`src/rtl/mmio_host_sequencer.sv`:
```
// Host-side MMIO sequencer: programs the AFU job registers, kicks go, then polls
// the done register until completion or until the per-job poll limit is reached.
module mmio_host_sequencer #(
    parameter int unsigned ADDR_WIDTH    = 64,
    parameter int unsigned SIZE_WIDTH    = 32,
    parameter int unsigned POLL_INTERVAL = 16,
    parameter int unsigned RD_LATENCY    = 1
) (
    input  logic                  clk,
    input  logic                  rst,
    input  logic                  start,
    input  logic [ADDR_WIDTH-1:0] cfg_rd_addr,
    input  logic [ADDR_WIDTH-1:0] cfg_wr_addr,
    input  logic [SIZE_WIDTH-1:0] cfg_input_size,
    input  logic [SIZE_WIDTH-1:0] cfg_output_size,
    input  logic [15:0]           timeout_limit,
    output logic                  busy,
    output logic                  complete,
    output logic                  timeout_err,
    output logic [15:0]           poll_count,
    output logic                  mmio_wr_en,
    output logic [15:0]           mmio_wr_addr,
    output logic [63:0]           mmio_wr_data,
    output logic                  mmio_rd_en,
    output logic [15:0]           mmio_rd_addr,
    input  logic [63:0]           mmio_rd_data
);

    localparam int unsigned CNT_W = 32;

    localparam logic [3:0] S_IDLE    = 4'd0;
    localparam logic [3:0] S_WR_RDA  = 4'd1;
    localparam logic [3:0] S_WR_WRA  = 4'd2;
    localparam logic [3:0] S_WR_ISZ  = 4'd3;
    localparam logic [3:0] S_WR_OSZ  = 4'd4;
    localparam logic [3:0] S_WR_GO   = 4'd5;
    localparam logic [3:0] S_GAP     = 4'd6;
    localparam logic [3:0] S_RD_REQ  = 4'd7;
    localparam logic [3:0] S_RD_WAIT = 4'd8;

    localparam logic [15:0] REG_GO       = 16'h0050;
    localparam logic [15:0] REG_RD_ADDR  = 16'h0052;
    localparam logic [15:0] REG_WR_ADDR  = 16'h0054;
    localparam logic [15:0] REG_IN_SIZE  = 16'h0056;
    localparam logic [15:0] REG_OUT_SIZE = 16'h0058;
    localparam logic [15:0] REG_DONE     = 16'h005A;

    localparam logic [CNT_W-1:0] GAP_LAST  = CNT_W'(POLL_INTERVAL - 1);
    localparam logic [CNT_W-1:0] WAIT_LAST = CNT_W'(RD_LATENCY - 1);

    logic [3:0]            state, state_nxt;
    logic [CNT_W-1:0]      cnt, cnt_nxt;
    logic [ADDR_WIDTH-1:0] rd_addr_q, rd_addr_nxt;
    logic [ADDR_WIDTH-1:0] wr_addr_q, wr_addr_nxt;
    logic [SIZE_WIDTH-1:0] in_size_q, in_size_nxt;
    logic [SIZE_WIDTH-1:0] out_size_q, out_size_nxt;
    logic [15:0]           limit_q, limit_nxt;
    logic [15:0]           poll_nxt;
    logic                  busy_nxt, complete_nxt, timeout_nxt;
    logic                  wr_en_nxt, rd_en_nxt;
    logic [15:0]           wr_addr_out_nxt, rd_addr_out_nxt;
    logic [63:0]           wr_data_nxt;
    logic                  unused_rd_bits;

    // Only the done flag in bit 0 carries meaning.
    assign unused_rd_bits = ^mmio_rd_data[63:1];

    // Next-state, capture and poll bookkeeping.
    always_comb begin
        state_nxt    = state;
        cnt_nxt      = cnt;
        rd_addr_nxt  = rd_addr_q;
        wr_addr_nxt  = wr_addr_q;
        in_size_nxt  = in_size_q;
        out_size_nxt = out_size_q;
        limit_nxt    = limit_q;
        poll_nxt     = poll_count;
        complete_nxt = 1'b0;
        timeout_nxt  = 1'b0;
        case (state)
            S_IDLE: begin
                if (start) begin
                    rd_addr_nxt  = cfg_rd_addr;
                    wr_addr_nxt  = cfg_wr_addr;
                    in_size_nxt  = cfg_input_size;
                    out_size_nxt = cfg_output_size;
                    limit_nxt    = timeout_limit;
                    poll_nxt     = 16'd0;
                    state_nxt    = S_WR_RDA;
                end
            end
            S_WR_RDA: state_nxt = S_WR_WRA;
            S_WR_WRA: state_nxt = S_WR_ISZ;
            S_WR_ISZ: state_nxt = S_WR_OSZ;
            S_WR_OSZ: state_nxt = S_WR_GO;
            S_WR_GO: begin
                cnt_nxt   = '0;
                state_nxt = S_GAP;
            end
            S_GAP: begin
                if (cnt == GAP_LAST) begin
                    state_nxt = S_RD_REQ;
                end else begin
                    cnt_nxt = cnt + CNT_W'(1);
                end
            end
            S_RD_REQ: begin
                if (poll_count != 16'hFFFF) begin
                    poll_nxt = poll_count + 16'd1;
                end
                cnt_nxt   = '0;
                state_nxt = S_RD_WAIT;
            end
            S_RD_WAIT: begin
                if (cnt == WAIT_LAST) begin
                    cnt_nxt = '0;
                    if (mmio_rd_data[0]) begin
                        complete_nxt = 1'b1;
                        state_nxt    = S_IDLE;
                    end else if (limit_q != 16'd0 && poll_count == limit_q) begin
                        timeout_nxt = 1'b1;
                        state_nxt   = S_IDLE;
                    end else begin
                        state_nxt = S_GAP;
                    end
                end else begin
                    cnt_nxt = cnt + CNT_W'(1);
                end
            end
            default: state_nxt = S_IDLE;
        endcase
    end

    // Bus outputs are decoded from the upcoming state so they register alongside it.
    always_comb begin
        wr_en_nxt       = 1'b0;
        wr_addr_out_nxt = 16'd0;
        wr_data_nxt     = 64'd0;
        rd_en_nxt       = 1'b0;
        rd_addr_out_nxt = 16'd0;
        busy_nxt        = (state_nxt != S_IDLE);
        case (state_nxt)
            S_WR_RDA: begin
                wr_en_nxt       = 1'b1;
                wr_addr_out_nxt = REG_RD_ADDR;
                wr_data_nxt     = 64'(rd_addr_nxt);
            end
            S_WR_WRA: begin
                wr_en_nxt       = 1'b1;
                wr_addr_out_nxt = REG_WR_ADDR;
                wr_data_nxt     = 64'(wr_addr_nxt);
            end
            S_WR_ISZ: begin
                wr_en_nxt       = 1'b1;
                wr_addr_out_nxt = REG_IN_SIZE;
                wr_data_nxt     = 64'(in_size_nxt);
            end
            S_WR_OSZ: begin
                wr_en_nxt       = 1'b1;
                wr_addr_out_nxt = REG_OUT_SIZE;
                wr_data_nxt     = 64'(out_size_nxt);
            end
            S_WR_GO: begin
                wr_en_nxt       = 1'b1;
                wr_addr_out_nxt = REG_GO;
                wr_data_nxt     = 64'h1;
            end
            S_RD_REQ: begin
                rd_en_nxt       = 1'b1;
                rd_addr_out_nxt = REG_DONE;
            end
            default: ;
        endcase
    end

    always_ff @(posedge clk or posedge rst) begin
        if (rst) begin
            state        <= S_IDLE;
            cnt          <= '0;
            rd_addr_q    <= '0;
            wr_addr_q    <= '0;
            in_size_q    <= '0;
            out_size_q   <= '0;
            limit_q      <= 16'd0;
            poll_count   <= 16'd0;
            busy         <= 1'b0;
            complete     <= 1'b0;
            timeout_err  <= 1'b0;
            mmio_wr_en   <= 1'b0;
            mmio_wr_addr <= 16'd0;
            mmio_wr_data <= 64'd0;
            mmio_rd_en   <= 1'b0;
            mmio_rd_addr <= 16'd0;
        end else begin
            state        <= state_nxt;
            cnt          <= cnt_nxt;
            rd_addr_q    <= rd_addr_nxt;
            wr_addr_q    <= wr_addr_nxt;
            in_size_q    <= in_size_nxt;
            out_size_q   <= out_size_nxt;
            limit_q      <= limit_nxt;
            poll_count   <= poll_nxt;
            busy         <= busy_nxt;
            complete     <= complete_nxt;
            timeout_err  <= timeout_nxt;
            mmio_wr_en   <= wr_en_nxt;
            mmio_wr_addr <= wr_addr_out_nxt;
            mmio_wr_data <= wr_data_nxt;
            mmio_rd_en   <= rd_en_nxt;
            mmio_rd_addr <= rd_addr_out_nxt;
        end
    end

endmodule

```
`config.mk`:
```
export PLATFORM = sky130hd
export DESIGN_NAME = mmio_host_sequencer
export DESIGN_NICKNAME = d
export VERILOG_FILES = /design/src/rtl/mmio_host_sequencer.sv
export SDC_FILE = /design/constraint.sdc
export NUM_CORES = 1
export LEC_CHECK = 0
export ABC_AREA = 1
export CAP_MARGIN = 10
export CORE_MARGIN = 1
export CORE_UTILIZATION = 50
export CTS_CLUSTER_DIAMETER = 150
export CTS_CLUSTER_SIZE = 28
export DETAILED_ROUTE_END_ITERATION = 7
export PLACE_DENSITY = 0.95
export SYNTH_ARGS = -nofsm -noshare
export SYNTH_HDL_FRONTEND = slang
export SYNTH_SLANG_ARGS = --single-unit
```
`constraint.sdc`:
```
create_clock -name clk -period 18.1 [get_ports clk]
set_input_delay 3.62 -clock clk [delete_from_list [all_inputs] [get_ports clk]]
set_output_delay 3.62 -clock clk [all_outputs]
set_load 0.01 [all_outputs]
```
==> results.md <==
* Run status: complete, no violations
* Final Max Slew Viols at 0
* Unrepaired setup endpoints after global routing: false
* Setup slack of the critical path after layout at 11.94 ns
* Depth of the worst hold-timing path at 2
* TritonCTS buffer count at 13
* Final ANT Viol Nets at 0
* Buffer type at the clock tree root: sky130_fd_sc_hd__clkbuf_16
* CP Cell Sequence: clkdlybuf4s50_1 -> nand2_1 -> nor2_8 -> buf_4 -> buf_4 -> nand2_1 -> nand2_1 -> nand2_1 -> nand4_1
* Post-synthesis average cell area at 7.96 µm²
* Element type at the critical path start: input port
* Most common cell after layout, fill and taps aside: sky130_fd_sc_hd__nand2_1
* Area share of the largest cell type after synthesis at 0.529
* Post-synth design cell area at 12700 µm²
* Htree depth at 1
* Commonest non-fill, non-tap cells in the layout: sky130_fd_sc_hd__nand2_1 (695), sky130_fd_sc_hd__clkdlybuf4s50_1 (305), sky130_fd_sc_hd__dfrtp_1 (268), sky130_fd_sc_hd__inv_1 (108), sky130_fd_sc_hd__nor2_1 (89)
* Number of flip-flops and latches in the synthesized netlist at 268
* Min Clock Period, post-route at 6.16 ns
* Placed Area at 15700 µm²
* Required @ worst endpoint at 18.52 ns
* Maximum fanout along the worst path at 104
* Sum of buffers and inverters on the critical path at 3
* Synth Flop Type: sky130_fd_sc_hd__dfrtp_1
* Post-detailed-placement half-perimeter wirelength at about 25000 µm
* Count of maximum capacitance violations at 0
* Worst slack at placement at 11.45 ns
* Worst max-slew margin expressed relative to the limit at 0.271
* Antenna violations before repair at 1
* F_max at approximately 0.16 GHz
* First-pass iteration count of the detailed router at 8
* Synthesized instance count at ~1600
* Overall fraction of global-route tracks in use at 0.269
* Mean number of vias per cell at about 5.3
* DRC violations left at 0
* DIE HEIGHT at 161 µm
* EDFF count, synth at 0
* Cell class contributing the biggest share of worst-path delay: buffers and inverters
* Number of failing hold endpoints at the final stage at 0
* Warning count from the yosys run at 0
* Most used cell, CP: sky130_fd_sc_hd__nand2_1
* Clock latency on the worst-skew pair at ~0.5 ns
* Fin nets at 2123
* Number of rows in the core area at 57
* Flop2flop setup slack at 14.90 ns
* Final Skew at 0.0187 ns
* Number of instances resized during post-cts repair at 0
* Critical path class: input port to flop
* Final std cell area, no fill at 16100 µm²
* Total length of routed wires at ~35000 µm
* Power density relative to cell area at 128 nW/µm²
* Clock slew at reported path FFs at approximately 0.10 ns
* Post-synth top area cell: sky130_fd_sc_hd__dfrtp_1
* Worst Max-Slew Pin Slew at 1.09 ns
* GR Overflow Total at 0
* Clock tree from TritonCTS: built
* Number of setup buffers added after CTS at 0
* Initial cell density of the core at 0.515
* Buffers on Ports at 305
* Arrival time at the worst endpoint at 6.58 ns
* Type of element capturing the critical path: flop
* Power after layout at 2060 µW
* Vias in the first global route at 11200
* Layout area overhead at 26.8%
* Clock net sink count at 268
* Maximum ir drop on the vdd rail at 0.101 mV
* Cell with the largest stage delay on the worst path: sky130_fd_sc_hd__buf_4
* Die width at 161 µm
* Share of flip-flops with an asynchronous set or reset after synthesis at 1.00
* Cell types occupying the most area after synthesis: sky130_fd_sc_hd__dfrtp_1 (53%), sky130_fd_sc_hd__nand2_1 (21%), sky130_fd_sc_hd__inv_1 (3.2%)
* Total negative slack at 0 ns
* Total via count after detailed routing at about 11000
* Sequential element share of the synthesized area at 0.529
* Largest net degree at the start of global routing at 141
* Placeable Area at 24600 µm²
* Wire length of the first global-routing pass at 55900 µm
* Fraction of final layout cells with drive strength greater than 1 at 0.0271
* DRC marker count from the first detailed-route iteration at just under 900
* Cell variety after synth at 40
* Critical Path Max Stage Delay at 0.89 ns
* Count of pins on the block boundary at 392
* Post-CTS Hold Fix Bufs at 0
* Final routed wire length divided by cell count at 16.2 µm
* Final GP Congestion at 0.921
* DIE AREA at 26000 µm²
* Type of the worst min-delay path: flop to flop
* Cell depth of the worst setup path at 9
* Setup Viol. Count Final at 0
* Leakage power summed over all cells at 0.00751 µW
* # diodes at 0
* Portion of the clock cycle consumed by the worst path in the final layout at 0.340
* Depth of the worst register-to-register path at 9
* Maximum count of clock buffers along a single path at 3
-- per-stage QoR --
step           utilization  hold slack (ns)  cells
2_1_floorplan            -            0.438   1614
3_3_place_gp         0.639            0.450   2154
3_5_place_dp         0.639            0.454   2154
4_1_cts              0.653            0.480   2169
5_1_grt              0.653            0.500   2169
6_report             0.653            0.477   2169
-- area by class of cell --
cell class                 count  area (µm²)
multi-input combinational   1131        5030
fill                        1884        8530
timing repair buffer         316        3140
clock buffer                  13         325
clock inverter                 2        25.0
inverter                     115         442
tap                          324         405
sequential                   268        6710
-- layer usage --
| metal | track usage | share of wire | wire, µm | up-vias |
|---|---|---|---|---|
| met1 | 0.328 | 0.39 | 13600 | 5410 |
| met5 | 0 | 0.00031 | 11 | - |
| met2 | 0.462 | 0.49 | 17300 | 472 |
| met3 | 0.0583 | 0.079 | 2760 | 100 |
| met4 | 0.113 | 0.040 | 1410 | 2 |
| li1 | - | - | - | 5432 |
-- logic make-up (layout without fill, tap and decap cells) --
logic type                 count (synthesis)  after routing  share of synthesized area
xor gates and xnor gates                  19             19                     0.0131
buffers and inverters                    215            446                     0.0816
and+or+nand+nor                          927            927                      0.300
AOI/OAI and AO/OA                        159            159                     0.0732
DFF                                      268            268                      0.529
other                                      1             23                   0.000296
adders and majority gates                  3              3                    0.00296
-- Yosys cell counts, types with 17 or more instances --
| cell type | number |
|---|---|
| sky130_fd_sc_hd__xor2_1 | 18 |
| sky130_fd_sc_hd__nand4_1 | 47 |
| sky130_fd_sc_hd__buf_4 | 40 |
| sky130_fd_sc_hd__nor2_1 | 90 |
| sky130_fd_sc_hd__o211ai_1 | 17 |
| sky130_fd_sc_hd__nand3_1 | 43 |
| sky130_fd_sc_hd__o21a_1 | 24 |
| sky130_fd_sc_hd__nand2_1 | 695 |
| sky130_fd_sc_hd__or2_0 | 20 |
| sky130_fd_sc_hd__o21ai_0 | 75 |
| sky130_fd_sc_hd__inv_1 | 109 |
| sky130_fd_sc_hd__clkbuf_1 | 22 |
| sky130_fd_sc_hd__buf_2 | 26 |
| sky130_fd_sc_hd__dfrtp_1 | 268 |
-- flip-flops by register name, indices dropped and copies added (netlist names) --
| register | count |
|---|---|
| cnt | 32 |
| out_size_q | 32 |
| busy | 1 |
| timeout_err | 1 |
| complete | 1 |
| poll_count | 16 |
| mmio_wr_data | 64 |
| mmio_wr_addr | 4 |
| wr_addr_q | 64 |
| mmio_rd_addr | 1 |
| in_size_q | 32 |
| limit_q | 16 |
| state | 4 |
-- tightest hold or removal path, cell delays in order (launching register included) --
cell,delay (ns)
sky130_fd_sc_hd__dfrtp_1,0.33
sky130_fd_sc_hd__nand2_1,0.05
sky130_fd_sc_hd__nand2_1,0.07
-- power breakdown --
| group | internal (µW) | total, µW | switching (µW) |
|---|---|---|---|
| clock | 133 | 322 | 188 |
| sequential | 812 | 899 | 87.2 |
| combinational | 319 | 839 | 520 |
| total | 1260 | 2060 | 795 |
-- worst paths after layout --
path                                              to               startpoint
setup / recovery           mmio_wr_data[3]$_DFF_PP0_                    start
hold / removal               wr_addr_q[44]$_DFF_PP0_  wr_addr_q[44]$_DFF_PP0_
setup reg to reg           mmio_wr_data[3]$_DFF_PP0_       state[0]$_DFF_PP0_
hold reg to reg              wr_addr_q[44]$_DFF_PP0_  wr_addr_q[44]$_DFF_PP0_
max in group asynchronous  mmio_wr_data[3]$_DFF_PP0_                      rst
min in group asynchronous    limit_q[11]$_DFFE_PP0P_                      rst
No activity file was read; power rests on OpenSTA's default activity.
